<file path="src/rtl/dm_arbiter_pkg.sv">
// dm_arbiter_pkg: shared definitions for the data-memory arbiter slice.
//   - wordmode encodings for CPU accesses
//   - FSM state encoding
//   - access source IDs
//   - norm_wordmode(): maps any unknown wordmode encoding to wm_bu
package dm_arbiter_pkg;

  localparam logic [2:0] wm_wd = 3'd0;
  localparam logic [2:0] wm_hu = 3'd1;
  localparam logic [2:0] wm_hs = 3'd2;
  localparam logic [2:0] wm_bu = 3'd3;
  localparam logic [2:0] wm_bs = 3'd4;

  typedef enum logic [1:0] {
    ST_IDLE  = 2'd0,
    ST_ISSUE = 2'd1,
    ST_RESP  = 2'd2
  } state_e;

  typedef enum logic {
    SRC_CPU = 1'b0,
    SRC_LD  = 1'b1
  } src_e;

  // Encodings 5..7 are undefined and behave as an unsigned byte access.
  function automatic logic [2:0] norm_wordmode(input logic [2:0] wm);
    if (wm > wm_bs) begin
      return wm_bu;
    end
    return wm;
  endfunction

endpackage

</file>
<file path="src/rtl/dm_arbiter_lane_unit.sv">
// dm_lane_unit: combinational byte-lane logic for one latched access.
// Ports:
//   wordmode   in  3  : access size/sign (unknown codes act as wm_bu)
//   addr_lo    in  2  : byte offset within the word
//   wdata      in  32 : right-aligned store data
//   rdata      in  32 : raw RAM read word
//   byte_en    out 4  : per-lane write enable
//   wdata_rep  out 32 : store data replicated across lanes
//   rdata_ext  out 32 : selected lane, sign/zero extended
//   misaligned out 1  : word access off a word boundary or odd halfword
module dm_lane_unit
  import dm_arbiter_pkg::*;
(
  input  logic [2:0]  wordmode,
  input  logic [1:0]  addr_lo,
  input  logic [31:0] wdata,
  input  logic [31:0] rdata,
  output logic [3:0]  byte_en,
  output logic [31:0] wdata_rep,
  output logic [31:0] rdata_ext,
  output logic        misaligned
);

  logic [2:0]  wm;
  logic [15:0] lane_h;
  logic [7:0]  lane_b;

  always_comb begin
    wm         = norm_wordmode(wordmode);
    lane_h     = addr_lo[1] ? rdata[31:16] : rdata[15:0];
    lane_b     = rdata[7:0];
    byte_en    = 4'b0000;
    wdata_rep  = '0;
    rdata_ext  = '0;
    misaligned = 1'b0;

    case (addr_lo)
      2'd1:    lane_b = rdata[15:8];
      2'd2:    lane_b = rdata[23:16];
      2'd3:    lane_b = rdata[31:24];
      default: lane_b = rdata[7:0];
    endcase

    case (wm)
      wm_wd: begin
        byte_en    = 4'b1111;
        wdata_rep  = wdata;
        rdata_ext  = rdata;
        misaligned = (addr_lo != 2'b00);
      end
      wm_hu, wm_hs: begin
        byte_en    = addr_lo[1] ? 4'b1100 : 4'b0011;
        wdata_rep  = {2{wdata[15:0]}};
        rdata_ext  = (wm == wm_hs) ? {{16{lane_h[15]}}, lane_h} : {16'h0000, lane_h};
        misaligned = addr_lo[0];
      end
      default: begin
        byte_en    = 4'b0001 << addr_lo;
        wdata_rep  = {4{wdata[7:0]}};
        rdata_ext  = (wm == wm_bs) ? {{24{lane_b[7]}}, lane_b} : {24'h000000, lane_b};
      end
    endcase
  end

endmodule

</file>
<file path="src/rtl/dm_arbiter.sv">
// dm_arbiter: shares a single-port synchronous data RAM between the CPU
// data port and the boot/debug loader. Each access takes IDLE -> ISSUE ->
// RESP; the request is latched in IDLE, the RAM is strobed in ISSUE and the
// one-cycle ready pulse (with extended load data) appears in RESP.
// Ports:
//   clk, reset                          : clock, synchronous active-high reset
//   cpu_req/we/wordmode/addr/wdata      : CPU request (held until cpu_ready)
//   cpu_rdata/cpu_ready/cpu_err         : CPU response, valid in RESP only
//   ld_req/we/addr/wdata                : loader word request
//   ld_rdata/ld_ready                   : loader response
//   ram_en/we/addr/wdata, ram_rdata     : RAM port, 1-cycle read latency
module dm_arbiter
  import dm_arbiter_pkg::*;
#(
  parameter int ADDR_W       = 12,
  parameter int STARVE_LIMIT = 4
) (
  input  logic              clk,
  input  logic              reset,
  input  logic              cpu_req,
  input  logic              cpu_we,
  input  logic [2:0]        cpu_wordmode,
  input  logic [31:0]       cpu_addr,
  input  logic [31:0]       cpu_wdata,
  output logic [31:0]       cpu_rdata,
  output logic              cpu_ready,
  output logic              cpu_err,
  input  logic              ld_req,
  input  logic              ld_we,
  input  logic [31:0]       ld_addr,
  input  logic [31:0]       ld_wdata,
  output logic [31:0]       ld_rdata,
  output logic              ld_ready,
  output logic              ram_en,
  output logic [3:0]        ram_we,
  output logic [ADDR_W-1:0] ram_addr,
  output logic [31:0]       ram_wdata,
  input  logic [31:0]       ram_rdata
);

  localparam int CNT_W = $clog2(STARVE_LIMIT + 1);
  localparam logic [CNT_W-1:0] LIMIT_C = CNT_W'(STARVE_LIMIT);

  state_e              state_q, state_d;
  src_e                src_q, src_d;
  logic                we_q, we_d;
  logic [2:0]          wm_q, wm_d;
  logic [ADDR_W+1:0]   addr_q, addr_d;
  logic [31:0]         wdata_q, wdata_d;
  logic [CNT_W-1:0]    starve_q, starve_d;

  logic                grant_ld;
  logic [3:0]          byte_en;
  logic [31:0]         wdata_rep;
  logic [31:0]         rdata_ext;
  logic                misaligned;

  // Address bits above the RAM range wrap; loader byte offset is ignored.
  logic unused_addr_bits;
  assign unused_addr_bits = ^{cpu_addr[31:ADDR_W+2], ld_addr[31:ADDR_W+2], ld_addr[1:0]};

  dm_lane_unit u_lane (
    .wordmode   (wm_q),
    .addr_lo    (addr_q[1:0]),
    .wdata      (wdata_q),
    .rdata      (ram_rdata),
    .byte_en    (byte_en),
    .wdata_rep  (wdata_rep),
    .rdata_ext  (rdata_ext),
    .misaligned (misaligned)
  );

  always_ff @(posedge clk) begin
    if (reset) begin
      state_q  <= ST_IDLE;
      src_q    <= SRC_CPU;
      we_q     <= 1'b0;
      wm_q     <= 3'd0;
      addr_q   <= '0;
      wdata_q  <= '0;
      starve_q <= '0;
    end else begin
      state_q  <= state_d;
      src_q    <= src_d;
      we_q     <= we_d;
      wm_q     <= wm_d;
      addr_q   <= addr_d;
      wdata_q  <= wdata_d;
      starve_q <= starve_d;
    end
  end

  // Next state, arbitration and request latch. The loader is latched as a
  // word access at a word-aligned address so the lane unit never flags it.
  always_comb begin
    state_d  = state_q;
    src_d    = src_q;
    we_d     = we_q;
    wm_d     = wm_q;
    addr_d   = addr_q;
    wdata_d  = wdata_q;
    starve_d = starve_q;
    grant_ld = ld_req && (!cpu_req || (starve_q == LIMIT_C));

    case (state_q)
      ST_IDLE: begin
        if (cpu_req || ld_req) begin
          state_d = ST_ISSUE;
          if (grant_ld) begin
            src_d    = SRC_LD;
            we_d     = ld_we;
            wm_d     = wm_wd;
            addr_d   = {ld_addr[ADDR_W+1:2], 2'b00};
            wdata_d  = ld_wdata;
            starve_d = '0;
          end else begin
            src_d   = SRC_CPU;
            we_d    = cpu_we;
            wm_d    = cpu_wordmode;
            addr_d  = cpu_addr[ADDR_W+1:0];
            wdata_d = cpu_wdata;
            if (!ld_req) begin
              starve_d = '0;
            end else if (starve_q != LIMIT_C) begin
              starve_d = starve_q + 1'b1;
            end
          end
        end
      end
      ST_ISSUE: state_d = ST_RESP;
      ST_RESP:  state_d = ST_IDLE;
      default:  state_d = ST_IDLE;
    endcase
  end

  // RAM strobes exist only in ISSUE and responses only in RESP; a
  // misaligned CPU access never touches the RAM and returns zero data.
  always_comb begin
    ram_en    = 1'b0;
    ram_we    = 4'b0000;
    ram_addr  = '0;
    ram_wdata = '0;
    cpu_ready = 1'b0;
    cpu_err   = 1'b0;
    cpu_rdata = '0;
    ld_ready  = 1'b0;
    ld_rdata  = '0;

    case (state_q)
      ST_ISSUE: begin
        ram_en    = !misaligned;
        ram_we    = (!misaligned && we_q) ? byte_en : 4'b0000;
        ram_addr  = addr_q[ADDR_W+1:2];
        ram_wdata = wdata_rep;
      end
      ST_RESP: begin
        if (src_q == SRC_LD) begin
          ld_ready = 1'b1;
          ld_rdata = ram_rdata;
        end else begin
          cpu_ready = 1'b1;
          cpu_err   = misaligned;
          cpu_rdata = misaligned ? 32'h0 : rdata_ext;
        end
      end
      default: ;
    endcase
  end

endmodule

</file>
<file path="config.mk">
export PLATFORM = sky130hd
export DESIGN_NAME = dm_arbiter
export DESIGN_NICKNAME = d
export VERILOG_FILES = /design/src/rtl/dm_arbiter_pkg.sv /design/src/rtl/dm_arbiter_lane_unit.sv /design/src/rtl/dm_arbiter.sv
export SDC_FILE = /design/constraint.sdc
export NUM_CORES = 1
export LEC_CHECK = 0
export CAP_MARGIN = 20
export CORE_AREA = 2 2 110 112
export DETAILED_ROUTE_END_ITERATION = 16
export DIE_AREA = 0 0 112 114
export PLACE_DENSITY = 0.83
export SYNTH_ARGS = -nofsm -noshare
export SYNTH_HDL_FRONTEND = slang
export SYNTH_SLANG_ARGS = --single-unit
</file>
<file path="constraint.sdc">
create_clock -name clk -period 2.1 [get_ports clk]
set_clock_uncertainty 0.05 [all_clocks]
set_input_delay 0.42 -clock clk [delete_from_list [all_inputs] [get_ports clk]]
set_output_delay 0.42 -clock clk [all_outputs]
set_load 0.02 [all_outputs]
</file>
Word-level counts from Yosys, hierarchy flattened
Index checks and enable logic that the tools add are counted.

cells by class
  bitwise operators = 0
  magnitude comparators = 1
  muxes and demuxes = 38
  reduce and logical (&&, ||, !) cells = 12
  shifts and indexed selects = 1
  divide/modulo/power cells = 0
  $mul = 0
  eq/ne operators = 12
  add/sub/neg operators = 1

operator list
  cell                 number
  $mux 32              9
  $pmux 32 s2          2
  $pmux 8 s3           1
  $mux 3               6
  $mux 16              1
  $mux 14              1
  $mux 12              1
  $mux 4               3
  $mux 1               10
  $pmux 4 s2           1
  $eq 2x2->1 const B   3
  $eq 3x3->1 const B   2
  $eq 2x1->1 const B   2
  $pmux 2 s2           1
  $shl 1x2->4 const A  1
  $add 3x1->3 const B  1
  $eq 3x1->1 const B   1
  $eq 3x2->1 const B   1
  $gt 3x3->1 const B   1
  $logic_not 3->1      1
  $ne 3x1->1 const B   1
  $ne 3x3->1 const B   1
  $reduce_and 3->1     1
  $logic_and 1x1->1    2
  9 further kinds      11

storage, ports and cells
  register bits after elaboration = 56
  memory bits (read-only) = 0
  latch bits = 0
  memory bits (writable) = 0
  memories kept = 0
  output and inout bits = 116
  input port bits = 169

Depth between registers and ports, before layout
  depth after elaboration = 10
  depth in mapped cells = 8
  gate-level depth less buffers = 6

By module
From an unflattened synthesis, not the netlist that was laid out.

second synthesis, totals
  cell total of the unflattened synthesis = 688
  area, all modules = 5182.5 um^2

by module, submodules not included
  module        instances  cells each  sequential area each (um^2)  area each (um^2)
  dm_arbiter    1          462         1121.1                       3585.9
  dm_lane_unit  1          226         0.0                          1596.5

Worst setup path before layout
No wires, ideal clock.

  kind = reg2out
  start = register state_q[1]
  end = output port cpu_rdata[0]
  data required time = 1.630 ns
  slack = -0.084 ns
  path buffers = 0
  arrival = 1.714 ns
  stages on the path, launching flop included = 4
  cells stage by stage = dfxtp_1 nor3b_2 nand2_1 a211oi_1

between the ends
  longest elaborated chain between the ends = 2

RTL lines
  item                      line               text
  start: declaration        dm_arbiter.sv:44   state_e state_q, state_d;
  start signal: assignment  dm_arbiter.sv:83   state_q <= state_d;
  $eq 2x2->1                dm_arbiter.sv:149  case (state_q)
  $mux 32                   dm_arbiter.sv:149
  end: declaration          dm_arbiter.sv:25   output logic [31:0] cpu_rdata,

No other way between the ends.

Worst setup path in the final report
  start = input port ram_rdata[31]
  end = output port cpu_rdata[25]

between the ends
  longest elaborated chain between the ends = 6

RTL lines
  item                                          line                                                    text
  start: declaration                            dm_arbiter.sv:38                                        input logic [31:0] ram_rdata
  $pmux 8 s3 / $mux 16 (equally long branches)  dm_arbiter_lane_unit.sv:37, dm_arbiter_lane_unit.sv:30
  $mux 32 (on tied branches)                    dm_arbiter_lane_unit.sv:60, dm_arbiter_lane_unit.sv:54
  $pmux 32 s2 *                                 dm_arbiter_lane_unit.sv:44                              case (wm)
  $mux 32 *                                     dm_arbiter.sv:163                                       cpu_rdata = misaligned ? 32'h0 : rdata_ext;
  $mux 32 *                                     dm_arbiter.sv:157                                       if (src_q == SRC_LD) begin
  $mux 32 *                                     dm_arbiter.sv:149

Mark *: on every way between the ends. The rest lies on a longest branch, timed or not.

==> summary.txt <==
Run status = finished, violations left
Violations in the final reports = negative setup slack
Synthesis-stage register bit count = 56
HP Start = starve_q[0]
R2R Setup Slk = 0.25 ns
Number of enable flip-flop cells after synthesis = 0
Unrepaired setup endpoints after global routing = yes
Total wire length = 20.0 mm
Root cell of the clock tree = sky130_fd_sc_hd__clkbuf_16
Biggest fanout along the worst timing path = 5
Total grt overflow = 0
Number of pins exceeding their max-slew limit in the final report = 0
Via count of the first global-routing pass = 5446
Required time of the critical path = 1.63 ns
Nature of the critical path startpoint = input pin
# IOs = 285
Total count of hold-check failures in the final report = 0
Post-route setup TNS = -14.52 ns
Initial core utilization = 35.1%
Async SR Flop Fraction = 0%
Mean area per synthesized cell = 7.16 um^2
Total number of yosys warnings = 0
Depth of the most critical reg-to-reg path = 8
Number of stages on the worst hold path = 2
Buffers added on ports = 246
Actual transition at the worst max-transition pin = 0.340 ns
Top cells by area, synth = sky130_fd_sc_hd__dfxtp_1 (27%), sky130_fd_sc_hd__nand2_1 (14%), sky130_fd_sc_hd__a311oi_1 (8.7%), sky130_fd_sc_hd__and2_1 (8.4%), sky130_fd_sc_hd__nor2_1 (6.7%)
Leading area contributor after synthesis = sky130_fd_sc_hd__dfxtp_1
Top flip-flop cell by instance count after synthesis = sky130_fd_sc_hd__dfxtp_1
Area growth from synthesis to layout = 103%
Worst supply voltage drop on vdd = 0.400 mV
Post-Synthesis Net Count = 745
Net count reported at finish = 1079
Global-route wire length before repair = 27.8 mm
Total leakage power = 3.70 nW
Final Critical Period = 2.55 ns
Filler-free cell count of the finished design = 1057
CTS HTree Levels = 2
Power Dens Cells = 482 mW/mm^2
DRC violation count after routing = 0
Antenna violations before repair = 1
Critical setup path kind = input pin to output pin
Floorplan die height = 114 um
Fmax = 0.393 GHz
Die Outline Area = 0.0128 mm^2
Critical R2R Capture = wdata_q[19]
Fraction of synthesized cell area taken by the top area cell type = 27.3%
Number of nets still failing antenna checks after routing = 0
Worst Hold Class = register to register
Clock-pin slew reported for the worst setup and hold paths after clock tree synthesis = 0.07 ns
Vias post-DR = 5639
Worst Setup Slack post-DPL = -0.784 ns
Min-Delay Endpoint = starve_q[0]
Smallest hold slack = 0.429 ns
Maximum number of pins on one net before global-route repair = 57
Total clock sinks = 56
Fraction of the yosys area taken by sequential cells = 27.3%
Nature of the critical path endpoint = output pin
Worst Path Arrival = 2.08 ns
Floorplan row count = 40
Number of optimization iterations in the first detailed-route pass = 4
Clock tree from TritonCTS = yes
Area of the placeable core = 0.0117 mm^2
Netlist area before placement = 0.00411 mm^2
CTS buffer count = 5
Dominant cell by count in the synthesized netlist = sky130_fd_sc_hd__nand2_1
Total global routing track utilization = 27.1%
Most frequent cells after synthesis = sky130_fd_sc_hd__nand2_1 (155), sky130_fd_sc_hd__nor2_1 (73), sky130_fd_sc_hd__dfxtp_1 (56)
Number of setup violations in the final report = 60
Max cap viols = 0
Worst path setup slack after routing = -0.446 ns
Number of distinct library cell variants in the gate-level netlist after synthesis = 46
Utilization of the core after routing = 71.4%
HPWL Detailed = 12.8 mm
Iteration-0 DRC Markers = 399
Inst Count DP = 998
Vias per cell = 5.33
Source of the worst register-to-register timing path = starve_q[0]
Final RePlAce weighted congestion = 0.929
Average routed wire per standard cell = 19.0 um
Max Root-Sink Buffers = 2
Horizontal extent of the die = 112 um
Clock latency reported for the late side of the worst-skew pair = 0.29 ns
Number of instances in the synthesized netlist = 574
Relative slew slack = 77.3%
Fraction of final layout cells sized beyond drive strength 1 = 42.5%
Ratio of final minimum period to clock period = 121%
-- cell usage in the layout (no fill, tap or decap), types with 3 or more instances in the layout --
master / instances
sky130_fd_sc_hd__a211oi_2: 9
sky130_fd_sc_hd__a21oi_1: 10
sky130_fd_sc_hd__a21oi_2: 33
sky130_fd_sc_hd__a21oi_4: 6
sky130_fd_sc_hd__a311oi_1: 41
sky130_fd_sc_hd__a311oi_2: 4
sky130_fd_sc_hd__a31oi_1: 5
sky130_fd_sc_hd__and2_1: 54
sky130_fd_sc_hd__buf_12: 15
sky130_fd_sc_hd__buf_16: 3
sky130_fd_sc_hd__buf_2: 38
sky130_fd_sc_hd__buf_4: 98
sky130_fd_sc_hd__buf_6: 67
sky130_fd_sc_hd__buf_8: 4
sky130_fd_sc_hd__clkbuf_16: 7
sky130_fd_sc_hd__clkbuf_2: 11
sky130_fd_sc_hd__clkdlybuf4s15_1: 6
sky130_fd_sc_hd__clkdlybuf4s50_1: 125
sky130_fd_sc_hd__dfxtp_1: 50
sky130_fd_sc_hd__dfxtp_2: 4
sky130_fd_sc_hd__dlygate4sd2_1: 9
sky130_fd_sc_hd__inv_1: 5
sky130_fd_sc_hd__mux2_4: 9
sky130_fd_sc_hd__mux2i_1: 9
sky130_fd_sc_hd__mux4_2: 7
sky130_fd_sc_hd__nand2_1: 129
sky130_fd_sc_hd__nand2_2: 11
sky130_fd_sc_hd__nand2_4: 15
sky130_fd_sc_hd__nand3_1: 4
sky130_fd_sc_hd__nor2_1: 57
sky130_fd_sc_hd__nor2_2: 10
sky130_fd_sc_hd__nor2_4: 8
sky130_fd_sc_hd__o21ai_2: 4
sky130_fd_sc_hd__o22ai_1: 5
-- sequential cells by signal, summed over array words and instances (netlist names) --
signal and flops:
wm_q 3, addr_q 14, src_q 1, starve_q 3
we_q 1, wdata_q 32, state_q 2
-- per-layer routing --
layer  global-route usage [%]  wire, um  vias to the layer above  part of all wire [%]
met3                     5.21      1460                       76                   7.3
met1                     30.1      7230                     2628                    36
li1                         -         -                     2655                     -
met2                     50.6     10300                      280                    52
met5                        0         0                        -                     0
met4                     11.6      1020                        0                   5.1
-- critical path: stages --
cell	delay, ns
sky130_fd_sc_hd__dlygate4sd2_1	0.29
sky130_fd_sc_hd__mux2_4	0.29
sky130_fd_sc_hd__and3_4	0.16
sky130_fd_sc_hd__o311ai_4	0.31
sky130_fd_sc_hd__buf_6	0.19
sky130_fd_sc_hd__buf_16	0.13
sky130_fd_sc_hd__buf_6	0.10
sky130_fd_sc_hd__a21oi_2	0.03
sky130_fd_sc_hd__buf_4	0.15
-- cell families after synthesis --
| kind of cell | Yosys count | share of synthesized area, % |
|---|---|---|
| AOI/OAI and AO/OA | 126 | 22.0 |
| xor gates and xnor gates | 1 | 0.213 |
| adders and majority gates | 2 | 0.608 |
| buffers and inverters | 56 | 7.79 |
| DFF | 56 | 27.3 |
| muxes | 26 | 8.82 |
| and+or+nand+nor | 307 | 33.3 |
-- cell type report --
cell class / instances / area (um^2)
diodes: 1 / 2.50
clock buffers: 5 / 125
clock inverters: 3 / 18.8
fillers: 872 / 3350
inverters: 5 / 18.8
multi-input cells: 462 / 3260
flip-flops and latches: 56 / 1130
well taps: 147 / 184
repair buffers: 378 / 3620
-- timing repair --
item                                    4_1_cts  5_1_grt
gates resized for setup                     506      241
hold buffers                                  0        0
gates cloned                                  5        5
buffers inserted                             33       22
endpoints found under the setup margin      116       96
pin swaps                                    14       59
-- metrics by stage --
step | cell area (um^2) | power, mW
6_report | 8360 | 4.03
5_1_grt | 8360 | 4.21
4_1_cts | 7730 | 3.75
3_5_place_dp | 7260 | 2.75
3_3_place_gp | 7260 | 2.73
2_1_floorplan | 4120 | 1.99
-- where the power goes --
part	leakage, nW	switching (mW)	internal (mW)	total (mW)
Clock	0.0736	0.397	0.441	0.839
Combinational	3.16	0.929	0.978	1.91
Sequential	0.467	0.106	1.18	1.28
-- worst max-delay path by stage --
stage / end / cells after the start / startpoint / slack (ns)
2_1_floorplan: cpu_rdata[6] / 6 / wm_q[1] / -0.08
3_3_place_gp: cpu_rdata[10] / 7 / ram_rdata[31] / -0.75
3_5_place_dp: cpu_rdata[10] / 7 / ram_rdata[31] / -0.78
4_1_cts: cpu_rdata[15] / 7 / addr_q[1] / -0.37
5_1_grt: cpu_rdata[26] / 9 / wm_q[1] / -0.47
6_report: cpu_rdata[25] / 9 / ram_rdata[31] / -0.45
Power figures use the tool's default switching activity.
